--- src/rtl/fifo_pkg.sv ---
// Shared helpers and defaults for the async FIFO read and write sides.
package fifo_pkg;

  localparam int unsigned DEFAULT_DEPTH      = 16;
  localparam int unsigned DEFAULT_DATA_WIDTH = 8;
  localparam int unsigned PTR_MAX_W          = 32;

  typedef logic [PTR_MAX_W-1:0] ptr_t;

  function automatic ptr_t bin2gray(input ptr_t b);
    return b ^ (b >> 1);
  endfunction

  // Prefix-XOR from the MSB down; zero upper bits leave narrower pointers unaffected.
  function automatic ptr_t gray2bin(input ptr_t g);
    ptr_t b;
    b = g;
    for (int s = 1; s < int'(PTR_MAX_W); s = s * 2) begin
      b = b ^ (b >> s);
    end
    return b;
  endfunction

endpackage

--- src/rtl/sync_2ff.sv ---
// Two-flop synchronizer bringing a multi-bit Gray pointer into rd_clk.
module sync_2ff #(
  parameter int unsigned WIDTH = 1
) (
  input  logic             rd_clk,
  input  logic             rst_n,
  input  logic [WIDTH-1:0] d,
  output logic [WIDTH-1:0] q
);

  logic [WIDTH-1:0] meta;

  always_ff @(posedge rd_clk or negedge rst_n) begin
    if (!rst_n) begin
      meta <= '0;
      q    <= '0;
    end else begin
      meta <= d;
      q    <= meta;
    end
  end

endmodule

--- src/rtl/fifo_rd_ctrl.sv ---
// Async FIFO read-side controller: pointer sync, memory read issue and a
// 2-entry first-word-fall-through output buffer.
module fifo_rd_ctrl
  import fifo_pkg::*;
#(
  parameter int unsigned DEPTH      = DEFAULT_DEPTH,
  parameter int unsigned DATA_WIDTH = DEFAULT_DATA_WIDTH,
  parameter int unsigned ADDR_WIDTH = $clog2(DEPTH) + 1
) (
  input  logic                  rd_clk,
  input  logic                  rst_n,
  input  logic [ADDR_WIDTH-1:0] wr_ptr_gray,
  output logic [ADDR_WIDTH-1:0] rd_ptr_gray,
  output logic                  mem_rd_en,
  input  logic [DATA_WIDTH-1:0] mem_rd_data,
  output logic [DATA_WIDTH-1:0] out_data,
  output logic                  out_valid,
  input  logic                  out_ready,
  output logic                  empty,
  output logic [ADDR_WIDTH-1:0] rd_count
);

  logic [ADDR_WIDTH-1:0] wr_gray_sync;
  logic [ADDR_WIDTH-1:0] wr_ptr_sync;
  logic [ADDR_WIDTH-1:0] rd_ptr;
  logic [ADDR_WIDTH-1:0] rd_ptr_nxt;
  logic                  inflight;
  logic [1:0]            occ;
  logic [1:0]            occ_nxt;
  logic [1:0]            occ_after_pop;
  logic [DATA_WIDTH-1:0] buf0;
  logic [DATA_WIDTH-1:0] buf1;
  logic [DATA_WIDTH-1:0] buf0_nxt;
  logic [DATA_WIDTH-1:0] buf1_nxt;
  logic                  pop;

  sync_2ff #(
    .WIDTH (ADDR_WIDTH)
  ) u_wr_sync (
    .rd_clk (rd_clk),
    .rst_n  (rst_n),
    .d      (wr_ptr_gray),
    .q      (wr_gray_sync)
  );

  assign wr_ptr_sync = ADDR_WIDTH'(gray2bin(ptr_t'(wr_gray_sync)));

  // Full compare including the wrap bit keeps empty and full distinct.
  assign empty    = (rd_ptr == wr_ptr_sync);
  assign rd_count = wr_ptr_sync - rd_ptr;

  assign out_valid = (occ != 2'd0);
  assign out_data  = buf0;
  assign pop       = out_valid && out_ready;

  // Issue only when the word (plus any already in flight) is guaranteed a slot.
  assign mem_rd_en  = !empty && (({1'b0, occ} + {2'b00, inflight}) < (3'd2 + {2'b00, pop}));
  assign rd_ptr_nxt = rd_ptr + ADDR_WIDTH'(mem_rd_en);

  // Buffer update: buf0 is always the oldest entry; pop shifts, write fills next free slot.
  always_comb begin
    occ_nxt       = occ;
    occ_after_pop = occ;
    buf0_nxt      = buf0;
    buf1_nxt      = buf1;
    if (pop) begin
      buf0_nxt      = buf1;
      occ_after_pop = occ - 2'd1;
    end
    occ_nxt = occ_after_pop;
    if (inflight) begin
      occ_nxt = occ_after_pop + 2'd1;
      if (occ_after_pop == 2'd0) begin
        buf0_nxt = mem_rd_data;
      end else begin
        buf1_nxt = mem_rd_data;
      end
    end
  end

  always_ff @(posedge rd_clk or negedge rst_n) begin
    if (!rst_n) begin
      rd_ptr      <= '0;
      rd_ptr_gray <= '0;
      inflight    <= 1'b0;
      occ         <= 2'd0;
      buf0        <= '0;
      buf1        <= '0;
    end else begin
      rd_ptr      <= rd_ptr_nxt;
      rd_ptr_gray <= ADDR_WIDTH'(bin2gray(ptr_t'(rd_ptr_nxt)));
      inflight    <= mem_rd_en;
      occ         <= occ_nxt;
      buf0        <= buf0_nxt;
      buf1        <= buf1_nxt;
    end
  end

endmodule

--- config.mk ---
export PLATFORM = sky130hd
export DESIGN_NAME = fifo_rd_ctrl
export DESIGN_NICKNAME = d
export VERILOG_FILES = /design/src/rtl/fifo_pkg.sv /design/src/rtl/sync_2ff.sv /design/src/rtl/fifo_rd_ctrl.sv
export SDC_FILE = /design/constraint.sdc
export NUM_CORES = 1
export LEC_CHECK = 0
export ABC_AREA = 0
export CORE_MARGIN = 3
export CORE_UTILIZATION = 38
export DETAILED_ROUTE_END_ITERATION = 8
export PLACE_DENSITY_LB_ADDON = 0.3
export SYNTH_ARGS = -nofsm -noshare
export SYNTH_HDL_FRONTEND = slang
export SYNTH_SLANG_ARGS = --single-unit
export TNS_END_PERCENT = 5
--- constraint.sdc ---
create_clock -name rd_clk -period 3.27 [get_ports rd_clk]
set_input_delay 0.8175 -clock rd_clk [delete_from_list [all_inputs] [get_ports rd_clk]]
set_output_delay 0.8175 -clock rd_clk [all_outputs]
set_load 0.01 [all_outputs]
## After elaboration in Yosys (flattened, before gate mapping)

Index checks and enable logic that the tools add are counted.

- Eq/ne operators: 1
- Muxes and demuxes: 5
- Add/subtract/negate cells: 6
- Bitwise operators: 7
- Reductions and logical operators: 6
- Order comparisons: 1

Operator list:

| operator | count |
|---|---|
| 8-bit 2-to-1 mux | 3 |
| 5-bit by 1-bit bitwise XOR with 5-bit output (second input constant) | 2 |
| 5-bit by 4-bit bitwise XOR with 5-bit output | 2 |
| 5-bit by 1-bit adder with 5-bit output | 1 |
| 5-bit == test | 1 |
| 5-bit subtractor | 1 |
| 5-bit by 1-bit bitwise XOR with 5-bit output | 1 |
| 5-bit by 3-bit bitwise XOR with 5-bit output | 1 |
| 2-bit 2-to-1 mux | 2 |
| 2-bit by 1-bit adder with 3-bit output | 1 |
| 2-bit by 1-bit adder with 3-bit output (first input constant) | 1 |
| 3-bit < comparator | 1 |
| 2-bit by 1-bit adder with 2-bit output (second input constant) | 1 |
| 1-bit logical AND | 2 |
| 2-bit zero test | 1 |
| 2-bit AND reduction | 1 |
| 2-bit nonzero test | 1 |
| 2-bit by 1-bit subtractor with 2-bit output (second input constant) | 1 |
| 1-bit zero test | 1 |
| 1-bit inverter | 1 |

- Output and inout port bits: 21
- Flip-flop bits (word level): 39

## Logic depth before layout (Yosys ltp)

- Depth after elaboration: 10
- Gate-level depth with buffers: 13
- Mapped depth without buffers: 13

## Modules after synthesis

Synthesis repeated with hierarchy kept, for this count alone.

- Cell total of the unflattened synthesis: 130
- Area, all modules: 1662.8 um2

By module, submodules not included:

| module | sequential area each (um2) | instances | area an instance (um2) | cells an instance |
|---|---|---|---|---|
| fifo_rd_ctrl | 700.7 | 1 | 1412.6 | 120 |
| sync_2ff | 250.2 | 1 | 250.2 | 10 |

## Worst setup path after synthesis

Ideal clock, no wire load.

- Kind: register to output
- Start: register u_wr_sync.q[4]
- End: output rd_count[4]
- Data arrival time: 2.296 ns
- Cell stages (with the launch flop): 11
- Setup slack: 0.157 ns
- Cells stage by stage: dfrtp_1 > xor2_2 > xor2_2 > xor2_2 > xnor2_1 > ha_1 > inv_1 > fa_1 > a21o_1 > a21oi_1 > xnor2_1

- Word-level cells in the longest chain between the ends: 6

RTL lines:

| item | line | source |
|---|---|---|
| start, declared | sync_2ff.sv:8 | `output logic [WIDTH-1:0] q` |
| start signal, assigned | sync_2ff.sv:19 | `q <= meta;` |
| 5-bit by 4-bit bitwise XOR with 5-bit output | fifo_pkg.sv:19 | `b = b ^ (b >> s);` |
| 5-bit by 3-bit bitwise XOR with 5-bit output | fifo_pkg.sv:19 |  |
| 5-bit by 1-bit bitwise XOR with 5-bit output (3 in a row) | fifo_pkg.sv:19 |  |
| 5-bit subtractor | fifo_rd_ctrl.sv:50 | `assign rd_count = wr_ptr_sync - rd_ptr;` |
| end, declared | fifo_rd_ctrl.sv:20 | `output logic [ADDR_WIDTH-1:0] rd_count` |

No other way between the ends.

## Final worst setup path

Ends and elaborated chain as after synthesis.

==> results.rst <==
.. list-table::
   :header-rows: 1

   * - Metric
     - Value
   * - Headroom to the max-slew limit
     - 0.463
   * - Layout Cell Area excl Fill
     - 2200 um2
   * - Largest cells by area after synthesis
     - dfrtp_1, ha_1, mux2_2
   * - Number of vias in the routed layout
     - 1057
   * - Remaining global-route overflow
     - 0
   * - Crit start category
     - flip-flop
   * - Area of the die
     - 5210 um2
   * - Detailed-route wire length per cell
     - 13.5 um
   * - Worst-case hold slack
     - 348 ps
   * - CTS tree
     - built
   * - Largest net degree at the start of global routing
     - 39
   * - Final weighted congestion in routability-driven placement
     - 0.722
   * - Number of buffers inserted for hold repair after clock tree synthesis
     - 0
   * - Final worst-path cycle share
     - 1.05
   * - Mean Syn Cell Area
     - 12.8 um2
   * - Worst setup margin
     - -158 ps
   * - Crit Path Max Fanout
     - 2
   * - Post-Syn Nets
     - 157
   * - Worst hold path type
     - reg2reg
   * - Instance count of the mapped netlist
     - 130
   * - Max-slew violation count
     - 0
   * - DRC marker count from the first detailed-route iteration
     - 33
   * - Ports placed on the boundary
     - 37
   * - Vias per cell
     - 4.68
   * - Final count of hold timing violations
     - 0
   * - Initial Utilization
     - 0.404
   * - Post-synth top area share
     - 0.572
   * - GR Layer Usage met2
     - 0.214
   * - Cell types with the highest counts after synthesis
     - dfrtp_1, nand2_1, ha_1, o21ai_0, xnor2_1
   * - EDFF count, synth
     - 0
   * - Worst-Margin Slew
     - 805 ps
   * - Placement-stage cell area
     - 2100 um2
   * - Switching share of total power
     - 0.364
   * - Horizontal extent of the die
     - 72.2 um
   * - Category of the most critical setup path
     - reg2out
   * - Detailed-placement wirelength estimate
     - 2.33 mm
   * - First-pass detailed-route iteration total
     - 4
   * - Global Route Usage Sum
     - 0.134
   * - TritonCTS Sinks
     - 38
   * - Minimum setup slack after placement
     - -399 ps
   * - Routed wire length
     - 3.05 mm
   * - Post-Synthesis Cell Area
     - 1660 um2
   * - Outcome
     - finished, violations left
   * - CP arrival
     - 2610 ps
   * - Clock power share
     - 0.127
   * - Register bit count reported by yosys
     - 38
   * - NumNets Final
     - 204
   * - Sequential cell fraction of total power
     - 0.330
   * - Port Buf Inserts
     - 36
   * - Overall power after layout
     - 2.41 mW
   * - Synth-to-Final Area Change
     - 32.3%
   * - Reported leakage power
     - 0.995 nW
   * - Post-route antenna net violation count
     - 0
   * - Fraction of registers with async set or reset after synthesis
     - 1.00
   * - Number of buffers on the longest clock path
     - 2
   * - Worst-Skew Late Latency
     - 280 ps
   * - First-pass GRT wire length
     - 5.26 mm
   * - Part of the power in combinational logic
     - 0.542
   * - Busiest grt layer
     - met2
   * - Number of maximum-capacitance violations
     - 0
   * - TNS Setup
     - -161 ps
   * - Via count of the first global-routing pass
     - 1119
   * - Number of distinct library cells after synthesis
     - 22
   * - Placement Rows
     - 23
   * - Synthesis Warnings
     - 0
   * - Dominant register cell in the synthesized netlist
     - dfrtp_1
   * - Switching power
     - 0.877 mW
   * - Remaining routing DRC violations
     - 0
   * - Height of the die
     - 72.2 um
   * - Worst path required time
     - 2450 ps
   * - Internal Dissipation
     - 1.53 mW
   * - Root buffer cell
     - clkbuf_8
   * - Min Tclk post-route
     - 3430 ps
   * - Number of antenna violations at the first check in global routing
     - 0
   * - CTS buffer count
     - 5
   * - Setup repair after global routing missed its margin
     - true
   * - Final-report setup violation count
     - 2
   * - Violations in the final reports
     - setup timing
   * - CTS clk-pin slew, worst paths
     - 60 ps
   * - Maximum vdd drop
     - 0.480 mV
   * - Library cell with the highest instance count after synthesis
     - dfrtp_1
   * - Synth area leader
     - dfrtp_1
   * - PD cells
     - 1090 nW/um2
   * - Share of synthesized area occupied by flip-flops and latches
     - 0.572
   * - Max H-tree Level
     - 2
   * - # diodes
     - 0
   * - Met1 capacity usage during global routing
     - 0.167
   * - Fmax achieved
     - 292 MHz
   * - Met3 GRT Util
     - 0.0416
   * - Kind of end point of the critical path
     - primary output
   * - Area of the placeable core
     - 4120 um2
   * - Fraction of layout cells with a size suffix above 1
     - 0.216
   * - Clock tree skew after final layout
     - 9.57 ps
[cell usage in the layout (no fill, tap or decap), types with 3 or more instances in the layout]
cell type and count:
nand2_1 11, xor2_2 3, buf_4 9, dfrtp_1 38
clkdlybuf4s50_1 28, mux2i_1 8, buf_2 6, xnor2_1 10
inv_1 8, o21ai_0 10, clkbuf_8 6, nand3_1 3
mux2_2 8, xor2_1 4, ha_1 9
[cells by family (layout without fill, tap and decap cells)]
kind of cell	count (synthesis)	in the layout	synth area share
muxes	16	16	0.102
adders and majority gates	11	11	0.0873
buffers and inverters	14	60	0.0346
AOI/OAI and AO/OA	15	15	0.0497
xor gates and xnor gates	17	17	0.103
DFF	38	38	0.572
and+or+nand+nor	19	19	0.0512
[final timing paths]
kind / depth (start not counted) / start / end / slack (ps)
worst max-delay path: 11 / u_wr_sync.q[4] / rd_count[4] / -160
worst min-delay path: 0 / u_wr_sync.meta[2] / u_wr_sync.q[2] / 350
worst max register to register: 13 / u_wr_sync.q[4] / rd_ptr_gray[1] / 350
worst min register to register: 0 / u_wr_sync.meta[2] / u_wr_sync.q[2] / 350
max in group asynchronous: 1 / rst_n / u_wr_sync.meta[3] / 2140
min in group asynchronous: 1 / rst_n / inflight / 620
[critical path, stage by stage (launching register included)]
cell	delay, ps
dfrtp_1	410
xor2_2	250
xor2_2	220
xor2_2	190
xnor2_1	140
ha_2	200
inv_2	40
fa_2	330
a21o_1	170
a21oi_2	130
xnor2_1	120
buf_2	150
[power groups by stage]
stage	registers, mW	logic [mW]	clock network [mW]
2_1_floorplan	0.813	0.772	0
3_3_place_gp	0.793	1.33	0
3_5_place_dp	0.804	1.37	0
4_1_cts	0.796	1.34	0.318
5_1_grt	0.815	1.46	0.339
6_report	0.794	1.30	0.306
[final cells by class]
type                    count  area (um2)
clock buffers               6        82.6
inverters                   9        33.8
fillers                   346        1920
flip-flops and latches     38         951
well taps                  50        62.6
multi-input cells          78         671
repair buffers             45         399
[metal layers]
metal	wire [um]	vias to the layer above
met5	0	-
met3	153	6
met1	1300	512
met4	53	0
met2	1540	26
li1	-	513
[repair_timing]
action / 4_1_cts / 5_1_grt
pin swaps: 3 / 9
setup buffers: 1 / 2
setup endpoints to repair: 6 / 5
endpoints found under the hold margin: 0 / 0
resized for setup: 16 / 12
[flip-flops by register name, indices dropped and copies added, names as in the netlist]
name and count:
rd_ptr_gray 4, u_wr_sync.meta 5, buf1 8, occ 2, inflight 1, rd_ptr 5
u_wr_sync.q 5, out_data 8
[per-stage QoR]
| step | utilization | std cells |
|---|---|---|
| after CTS | 0.532 | 224 |
| after detailed placement | 0.511 | 217 |
| after global placement | 0.511 | 217 |
| after global routing | 0.535 | 226 |
| final | 0.535 | 226 |
| after floorplan | - | 130 |
Power figures use the tool's default switching activity.
